`src/rtl/pipe_pkg.sv`:
```
// Shared types and default widths for pipeline stage registers.
package pipe_pkg;

    localparam int unsigned WORD_LEN        = 32;
    localparam int unsigned INSTRUCTION_LEN = 32;

    // ALU result + memory data + instruction
    localparam int unsigned DEF_DATA_W = 3 * WORD_LEN;

    // Occupancy of a stage: nothing, main only, or main plus skid
    typedef enum logic [1:0] {
        EMPTY = 2'd0,
        FULL  = 2'd1,
        SKID  = 2'd2
    } stage_state_e;

endpackage

```
`src/rtl/pipe_sat_cnt.sv`:
```
// Saturating up-counter with increment enable; holds at all-ones.
module pipe_sat_cnt #(
    parameter int unsigned CNT_W = 16
) (
    input  logic             clk,
    input  logic             rst,
    input  logic             en,
    output logic [CNT_W-1:0] cnt
);

    logic [CNT_W-1:0] cnt_q;

    // Count enabled cycles, stopping at the maximum value
    always_ff @(posedge clk or posedge rst) begin
        if (rst) begin
            cnt_q <= '0;
        end else if (en && (cnt_q != '1)) begin
            cnt_q <= cnt_q + CNT_W'(1);
        end
    end

    assign cnt = cnt_q;

endmodule

```
`src/rtl/pipe_stage_reg.sv`:
```
// Reusable pipeline stage register with valid/ready handshake, 2-entry skid
// buffer, synchronous flush and bubble gating of the control bits.
// Optional macro PIPE_STAGE_PERF_EN adds stall/bubble performance counters.
module pipe_stage_reg
    import pipe_pkg::*;
#(
    parameter int unsigned DATA_W = DEF_DATA_W,
    parameter int unsigned CTRL_W = 3
`ifdef PIPE_STAGE_PERF_EN
    ,
    parameter int unsigned CNT_W  = 16
`endif
) (
    input  logic              clk,
    input  logic              rst,
    input  logic              flush,
    input  logic              in_valid,
    output logic              in_ready,
    input  logic [DATA_W-1:0] in_data,
    input  logic [CTRL_W-1:0] in_ctrl,
    output logic              out_valid,
    input  logic              out_ready,
    output logic [DATA_W-1:0] out_data,
    output logic [CTRL_W-1:0] out_ctrl
`ifdef PIPE_STAGE_PERF_EN
    ,
    output logic [CNT_W-1:0]  stall_cnt,
    output logic [CNT_W-1:0]  bubble_cnt
`endif
);

    stage_state_e      state_q, state_d;
    logic              in_ready_q;
    logic [DATA_W-1:0] main_data_q, skid_data_q;
    logic [CTRL_W-1:0] main_ctrl_q, skid_ctrl_q;
    logic              load_main_in, load_main_skid, load_skid;

    // Next-state and register load selection; flush overrides everything
    always_comb begin
        state_d        = state_q;
        load_main_in   = 1'b0;
        load_main_skid = 1'b0;
        load_skid      = 1'b0;
        if (flush) begin
            // Payloads stay put; only occupancy is cleared
            state_d = EMPTY;
        end else begin
            unique case (state_q)
                EMPTY: begin
                    if (in_valid) begin
                        state_d      = FULL;
                        load_main_in = 1'b1;
                    end
                end
                FULL: begin
                    if (out_ready) begin
                        if (in_valid) begin
                            load_main_in = 1'b1;
                        end else begin
                            state_d = EMPTY;
                        end
                    end else if (in_valid) begin
                        state_d   = SKID;
                        load_skid = 1'b1;
                    end
                end
                SKID: begin
                    // Upstream is blocked here, so in_valid is ignored
                    if (out_ready) begin
                        state_d        = FULL;
                        load_main_skid = 1'b1;
                    end
                end
                default: state_d = EMPTY;
            endcase
        end
    end

    // State register; in_ready is its own flop so it never depends on out_ready
    always_ff @(posedge clk or posedge rst) begin
        if (rst) begin
            state_q    <= EMPTY;
            in_ready_q <= 1'b1;
        end else begin
            state_q    <= state_d;
            in_ready_q <= (state_d != SKID);
        end
    end

    // Main entry register: loads from upstream or drains from skid
    always_ff @(posedge clk or posedge rst) begin
        if (rst) begin
            main_data_q <= '0;
            main_ctrl_q <= '0;
        end else if (load_main_in) begin
            main_data_q <= in_data;
            main_ctrl_q <= in_ctrl;
        end else if (load_main_skid) begin
            main_data_q <= skid_data_q;
            main_ctrl_q <= skid_ctrl_q;
        end
    end

    // Skid entry register: captures the entry accepted while stalled
    always_ff @(posedge clk or posedge rst) begin
        if (rst) begin
            skid_data_q <= '0;
            skid_ctrl_q <= '0;
        end else if (load_skid) begin
            skid_data_q <= in_data;
            skid_ctrl_q <= in_ctrl;
        end
    end

    // Outputs; control is gated so a bubble never writes anything downstream
    always_comb begin
        in_ready  = in_ready_q;
        out_valid = (state_q != EMPTY);
        out_data  = main_data_q;
        out_ctrl  = out_valid ? main_ctrl_q : '0;
    end

`ifdef PIPE_STAGE_PERF_EN
    pipe_sat_cnt #(
        .CNT_W(CNT_W)
    ) u_stall_cnt (
        .clk(clk),
        .rst(rst),
        .en (out_valid & ~out_ready),
        .cnt(stall_cnt)
    );

    pipe_sat_cnt #(
        .CNT_W(CNT_W)
    ) u_bubble_cnt (
        .clk(clk),
        .rst(rst),
        .en (~out_valid),
        .cnt(bubble_cnt)
    );
`endif

endmodule

```
`config.mk`:
```
export PLATFORM = sky130hd
export DESIGN_NAME = pipe_stage_reg
export DESIGN_NICKNAME = d
export VERILOG_FILES = /design/src/rtl/pipe_pkg.sv /design/src/rtl/pipe_sat_cnt.sv /design/src/rtl/pipe_stage_reg.sv
export SDC_FILE = /design/constraint.sdc
export NUM_CORES = 1
export LEC_CHECK = 0
export BUFFER_PORTS_ARGS = -buffer_cell sky130_fd_sc_hd__buf_4
export CAP_MARGIN = 5
export CORE_MARGIN = 4
export CORE_UTILIZATION = 40
export DETAILED_ROUTE_END_ITERATION = 10
export GPL_TIMING_DRIVEN = 0
export SLEW_MARGIN = 10
export SYNTH_ARGS = -nofsm -noshare
export SYNTH_HDL_FRONTEND = slang
export SYNTH_SLANG_ARGS = --single-unit
```
`constraint.sdc`:
```
create_clock -name clk -period 9.35 [get_ports clk]
set_input_delay 0.935 -clock clk [delete_from_list [all_inputs] [get_ports clk]]
set_output_delay 0.935 -clock clk [all_outputs]
set_load 0.05 [all_outputs]
```
# ---- Word level (Yosys, flattened, before mapping)
# Cells that the tools add are included.
dict set report word_totals {
  regBits 201
  out_inout_bits 101
  elab_cells 34
}
dict set report op_classes {
  n_eq_ne 3
  mux 22
  reduce_logical 3
}
# cell n
set ops {}
lappend ops {{$mux W96} 2}
lappend ops {{$mux W2} 6}
lappend ops {{$mux W1} 9}
lappend ops {{$mux W3} 3}
lappend ops {{$pmux W2 S3} 1}
lappend ops {{$reduce_bool A2 Y1} 2}
lappend ops {{$eq A2 B1 Y1 const B} 1}
lappend ops {{$eq A2 B2 Y1 const B} 1}
lappend ops {{$logic_not A2 Y1} 1}
lappend ops {{$ne A2 B2 Y1 const B} 1}
lappend ops {{$pmux W1 S2} 1}

# ---- Depth between registers and ports, before layout
# Gate-level depths: netlist of the first run.
dict set report logic_depth {
  depth_word 5
  ltp_mapped 7
  depth_no_buf 4
}

# ---- Worst setup path before layout of the first run
# Ideal clock, no wire load.
dict set report synth_path {
  kind {register to output}
  from {register state_q[1]}
  to {output port out_ctrl[0]}
  arrival_ns 1.199
  required_time_ns 8.415
  path_slack_ns 7.216
  stages_incl_launch_ff 3
  n_path_buf 0
  cell_sequence {dfrtp_1 > nor2_1 > nor2b_1}
}
dict set report synth_between {
  elab_chain_cells 2
}
# element line_no
set synth_rtl {}
lappend synth_rtl {{from (decl)} pipe_stage_reg.sv:32} ;# stage_state_e state_q, state_d;
lappend synth_rtl {{from (signal assigned)} pipe_stage_reg.sv:85} ;# state_q <= state_d;
lappend synth_rtl {{$reduce_bool A2 Y1} pipe_stage_reg.sv:118} ;# out_valid = (state_q != EMPTY);
lappend synth_rtl {{$mux W3} pipe_stage_reg.sv:120} ;# out_ctrl = out_valid ? main_ctrl_q : '0;
lappend synth_rtl {{to (decl)} pipe_stage_reg.sv:24} ;# output logic [CTRL_W-1:0] out_ctrl
# Every way passes these cells.

# ---- Worst setup path after layout of the first run
dict set report layout_path {
  from {register state_q[0]}
  to {output port out_ctrl[1]}
}
# Same word-level chain as after synthesis.

==> results_dict.tcl, run 1 <==
set metrics [dict create \
    switching_share_pct 31.76 \
    grt-ovfl-total 0 \
    cpMaxStageDelayCell "dfrtp_1" \
    clock-sinks 201 \
    postCtsSetupBuffers 0 \
    avgSynthCellArea_um2 12.11 \
    drive_gt1_share_pct 40.55 \
    worst_path_largest_cell_delay_ns 0.44 \
    pwr-share-seq_pct 43.5 \
    design.core.area_um2 19530 \
    max_slew_margin_pct 55.90 \
    endpoint_kind "output port" \
    irDropWorstVdd_uv 192.1 \
    post-route-drc-count 0 \
    htreeDepth 1 \
    drv_slew 0 \
    nets 993 \
    fillers 1747 \
    fin_skew_ns 0.01171 \
    synth_edf_count 0 \
    dieArea_um2 22300 \
    diodes 0 \
    cap_violations 0 \
    vias 5867 \
    crit_fanout 6 \
    required_ns 8.42 \
    avgRoutedWirePerCell_um 17.17 \
    grt_pass1_wl_um 32820 \
    critical_path_class "flop to output port" \
    dpl.hpwl_um 14300 \
    tightest_slew_ns 0.6615 \
    p_comb_share_pct 24.7 \
    clock_path_buffers 3 \
    seq_area_frac_synth_pct 62.96 \
    cts_resized 0 \
    finalWirelength_um 20090 \
    worstPathArrival_ns 1.58 \
    viasPerCell 5.015 \
    multi_input_area_um2 2744 \
    drtIter0Drc 342 \
    hold_violations 0 \
    fin_crit_ns 2.519 \
    syn2layout_area_growth_pct 32.91 \
    fmax_mhz 396.9 \
    die_w_um 149.3 \
    layout.area.seq_um2 5031 \
    antenna_left 0 \
    crit_buf_inv 1 \
    cts_hold_buffers 0 \
    synthArstFlopShare_pct 100.0 \
    final_cells 1170 \
    synth-seq-cells 201 \
    post-route-period-util_pct 26.95 \
    portBuffers 204 \
    cts_root_buffer "clkbuf_16" \
    p_int_mw 1.845 \
    grt_max_degree 109 \
    place_congestion 0.8090 \
    clkLatencyLatePin_ns 0.49 \
    rsz0062_at_grt "false" \
    die_height_um 149.3 \
    yosys_most_used_dff "dfrtp_1" \
    worst_hold_path_type "flop to flop" \
    power_density_nw_per_um2 254.5 \
    yosys_warnings 0 \
    boundaryPins 205 \
    tritoncts "done" \
    clkPwrFrac_pct 31.8 \
    startpoint_type "flop" \
    clkTransAtPathRegs_ns 0.06 \
    grt_pass1_vias 6320 \
    setup_viol 0 \
    dp_cells 1130 \
    syn_area_um2 7991 \
    status "finished clean" \
    syn_nets 764 \
    grt_usage_pct 18.06 \
    power.leakage_nw 5.322 \
    grt_antenna_before_repair 0 \
    crit_chain "nor2_1, nor2b_1, buf_4" \
    row_count 51 \
    firstDrtPassIters 4 \
    fin_setup_tns_ns 0 \
    syn_inst 660 \
    initial_utilization_pct 40.93 \
    cp_top_family "simple AND/OR/NAND/NOR gates" \
    cts_made_buffers 22 \
    ys_types 23 \
    p_switching_mw 0.8584 \
]
## synthesized netlist by cell type (all sizes together) (2+ instances only)
cell type  count  share of area, %
clkbuf        17              0.80
inv            4              0.19
buf           25               1.7
a22oi         97               9.1
mux2i          2              0.25
o21ai          2              0.13
nand2        196               9.2
mux2          99                14
nand2b         2              0.16
dfrtp        200                63
nor2b          5              0.49
nor2           3              0.14
## stage by stage
| stage | utilization [%] | area, µm² | setup WS (ns) | power (mW) | hold WS [ns] |
|---|---|---|---|---|---|
| after global routing | 54.40 | 10620 | 6.655 | 2.839 | 0.4955 |
| after CTS | 54.40 | 10620 | 6.751 | 2.738 | 0.4771 |
| final | 54.40 | 10620 | 6.831 | 2.703 | 0.4721 |
| after global placement | 50.47 | 9854 | 1.099 | 1.835 | 0.4572 |
| after detailed placement | 50.65 | 9889 | 6.780 | 1.864 | 0.4630 |
| after floorplan | - | 7991 | 2.934 | 1.623 | 0.4381 |
## metal layers
layer | routed length [µm] | track usage (%)
met2 | 9301 | 29.00
met4 | 286 | 3.890
met3 | 1921 | 5.956
met5 | 0 | 0
met1 | 8577 | 24.10
## cell type report
type                    count  area share, %
plain buffers              42          1.897
clock buffers              34          6.373
clock inverters             6         0.5183
inverters                   4         0.2120
multi-input cells         413          25.83
flip-flops and latches    201          47.37
well taps                 265          3.122
repair buffers            205          14.68
## worst paths after layout
path	to	slack, ns	cells past startpoint	from
worst min register to register	out_data[71]	0.47	2	out_data[71]
worst max register to register	out_data[19]	7.39	6	state_q[0]
worst min-delay path	out_data[71]	0.47	2	out_data[71]
worst max-delay path	out_ctrl[1]	6.83	3	state_q[0]
min in group asynchronous	out_data[65]	0.52	2	rst
max in group asynchronous	out_data[16]	7.88	3	rst
## cells by family (layout without fill, tap and decap cells)
group                     Yosys count  in the layout  synth area share (%)
and+or+nand+nor                   209            209                 10.35
DFF                               201            201                 62.96
AOI/OAI and AO/OA                 102            102                 9.676
muxes                             101            101                 14.20
buffers and inverters              46            291                 2.709
xor gates and xnor gates            1              1                0.1096
## layout by cell type, fill, tap and decap left out, drive strengths merged, types with 3 or more instances in the layout
| cell type | n |
|---|---|
| a22oi | 97 |
| buf | 230 |
| clkbuf | 51 |
| clkinv | 5 |
| dfrtp | 200 |
| inv | 4 |
| mux2 | 99 |
| nand2 | 196 |
| nor2 | 3 |
| nor2b | 5 |
## state kept, by name (all words and copies together) (netlist names)
| register | cells |
|---|---|
| skid_ctrl_q | 3 |
| in_ready | 1 |
| skid_data_q | 96 |
| state_q | 2 |
| out_data | 96 |
| main_ctrl_q | 3 |
## worst reg2reg max path: stages, from the launching register on
cell	delay, ns
dfrtp_1	0.44
nand2b_1	0.21
and3_1	0.19
buf_2	0.32
clkbuf_1	0.45
a22oi_1	0.18
nand2_1	0.11
## power groups by stage
stage | clock network, mW | logic (mW) | registers (mW)
3_3_place_gp | 0 | 0.659 | 1.18
4_1_cts | 0.886 | 0.679 | 1.17
6_report | 0.859 | 0.669 | 1.17
2_1_floorplan | 0 | 0.215 | 1.41
5_1_grt | 0.922 | 0.719 | 1.20
3_5_place_dp | 0 | 0.678 | 1.19
No activity file was read; power rests on OpenSTA's default activity.
==> run 2: changes to the inputs <==
==> constraint.sdc (replaced) <==
create_clock -name clk -period 2.58 [get_ports clk]
set_input_delay 0.258 -clock clk [delete_from_list [all_inputs] [get_ports clk]]
set_output_delay 0.258 -clock clk [all_outputs]
set_load 0.05 [all_outputs]
==> results_dict.tcl, run 2 (synthesis results as in run 1) <==
set metrics [dict create \
    grt_pass1_wl_um 34000 \
    worstPathArrival_ns 2.37 \
    worst_hold_path_type "input port to flop" \
    finalWirelength_um 20990 \
    cp_top_family "buffers and inverters" \
    cts_root_buffer "clkbuf_16" \
    met1_length_um 8927 \
    fin_setup_tns_ns 0 \
    grt_max_degree 41 \
    startpoint_type "input port" \
    tritoncts "done" \
    viasPerCell 4.909 \
    design.core.area_um2 19530 \
    dpl.hpwl_um 14820 \
    fin_crit_ns 1.944 \
    fin_skew_ns 0.007786 \
    drive_gt1_share_pct 36.63 \
    clock-sinks 201 \
    final_cell_mix "210 x buf_4, 200 x dfrtp_1, 196 x nand2_1, 99 x mux2_2, 97 x a22oi_1" \
    dieArea_um2 22300 \
    hold_violations 0 \
    cpMaxStageDelayCell "dlygate4sd3_1" \
    final_cells 1256 \
    rrSetupSlack_ns 0.64 \
    portBuffers 204 \
    diodes 0 \
    r2r_cells 6 \
    min_to "skid_data_q[45]" \
    critical_path_class "input port to flop" \
    wl_met3_um 1676 \
    initial_utilization_pct 40.93 \
    drtIter0Drc 300 \
    place_congestion 0.8233 \
    cp.depth 8 \
    grt-ovfl-total 0 \
    crit_buf_inv 5 \
    min-delay-start "in_data[45]" \
    post-route-period-util_pct 75.34 \
    drv_slew 0 \
    vias 6166 \
    htreeDepth 1 \
    clock_path_buffers 3 \
    grt_pass1_vias 6737 \
    fillers 1648 \
    clkTransAtPathRegs_ns 0.05 \
    avgRoutedWirePerCell_um 16.71 \
    required_ns 3.00 \
    max_slew_margin_pct 63.62 \
    tightest_slew_ns 0.5458 \
    nets 1085 \
    final_common_cell "buf_4" \
    syn2layout_area_growth_pct 43.87 \
    cpMostUsedCell "buf_4" \
    setup_ws_ns 0.6363 \
    setup_viol 0 \
    crit_fanout 10 \
    pre_cts_ws_ns 0.6333 \
    status "finished clean" \
    worst_path_largest_cell_delay_ns 0.57 \
    timing.rr.start "state_q[0]" \
    boundaryPins 205 \
    r2r_end "out_data[3]" \
    rsz0062_at_grt "false" \
    fmax_mhz 514.5 \
    top_layer_used "met4" \
    postCtsSetupBuffers 0 \
    row_count 51 \
    grt_usage_pct 18.64 \
    post-route-util_pct 58.88 \
    cts_made_buffers 23 \
    firstDrtPassIters 5 \
    dp_cells 1134 \
    clkLatencyLatePin_ns 0.49 \
    grt_antenna_before_repair 0 \
    endpoint_kind "flop" \
    power.total_mw 9.751 \
    crit_chain "dlygate4sd3_1, buf_4, and4bb_1, buf_4, buf_4, buf_1, a22oi_1, nand2_1" \
    die_w_um 149.3 \
    power_density_nw_per_um2 848.1 \
    power.leakage_nw 5.673 \
    holdPathStages 2 \
    wl_met2_um 10140 \
    cap_violations 0 \
    antenna_left 0 \
    die_height_um 149.3 \
    post-route-drc-count 0 \
    irDropWorstVdd_uv 482.7 \
]
run 2: cell types whose count changed in the layout (fill, tap and decap cells not counted), sizes merged:
cell / before / now
clkinvlp: 0 / 1
clkinv: 5 / 1
clkbuf: 51 / 50
dlygate4sd3: 0 / 87
buf: 230 / 234
inv: 4 / 3
run 2: cell type report:
cell class | instances | area (µm²) | share of cell area (%)
inverter | 4 | 18.77 | 0.1632
sequential | 201 | 5031 | 43.76
clock buffer | 33 | 633.1 | 5.507
clock inverter | 2 | 35.03 | 0.3047
timing repair buffer | 296 | 2502 | 21.77
buffer | 42 | 201.4 | 1.752
tap | 265 | 331.6 | 2.884
multi-input combinational | 413 | 2744 | 23.87
run 2: what timing repair did:
| item | in CTS | in global routing |
|---|---|---|
| resized for setup | 0 | 0 |
| hold endpoints to repair | 152 | 1 |
| hold buffers | 86 | 1 |
run 2: per-layer routing:
metal	up-vias	global-route usage, %
met3	22	5.166
met5	-	0
met1	3046	24.50
li1	2915	-
met4	0	3.844
met2	183	31.20
run 2: per-stage QoR:
stage	hold WS, ns	area, µm²
CTS	0.00008471	11490
global route	0.003610	11500
global placement	0.4395	9858
floorplan	0.3244	7995
finish	0.02044	11500
detailed placement	0.2846	9958
run 2: worst max path at each step:
| stage | start | to | slack (ns) |
|---|---|---|---|
| 6_report | flush | out_data[3] | 0.64 |
| 5_1_grt | state_q[0] | out_data[8] | 0.48 |
| 2_1_floorplan | rst | main_ctrl_q[0] | -0.28 |
| 3_3_place_gp | rst | skid_data_q[74] | -1.35 |
| 3_5_place_dp | state_q[0] | out_data[3] | 0.63 |
| 4_1_cts | state_q[0] | out_data[3] | 0.61 |
run 2: worst reg2reg max path, stage by stage (launching register included):
cell,delay [ns]
dfrtp_1,0.44
and4bb_1,0.29
buf_4,0.22
buf_4,0.22
buf_1,0.42
a22oi_1,0.17
nand2_1,0.11
run 2: power breakdown:
group	switching [mW]	total, mW	internal, mW
clock network	1.16	2.94	1.78
registers	0.384	4.26	3.87
logic	1.55	2.56	1.01
total	3.09	9.75	6.66
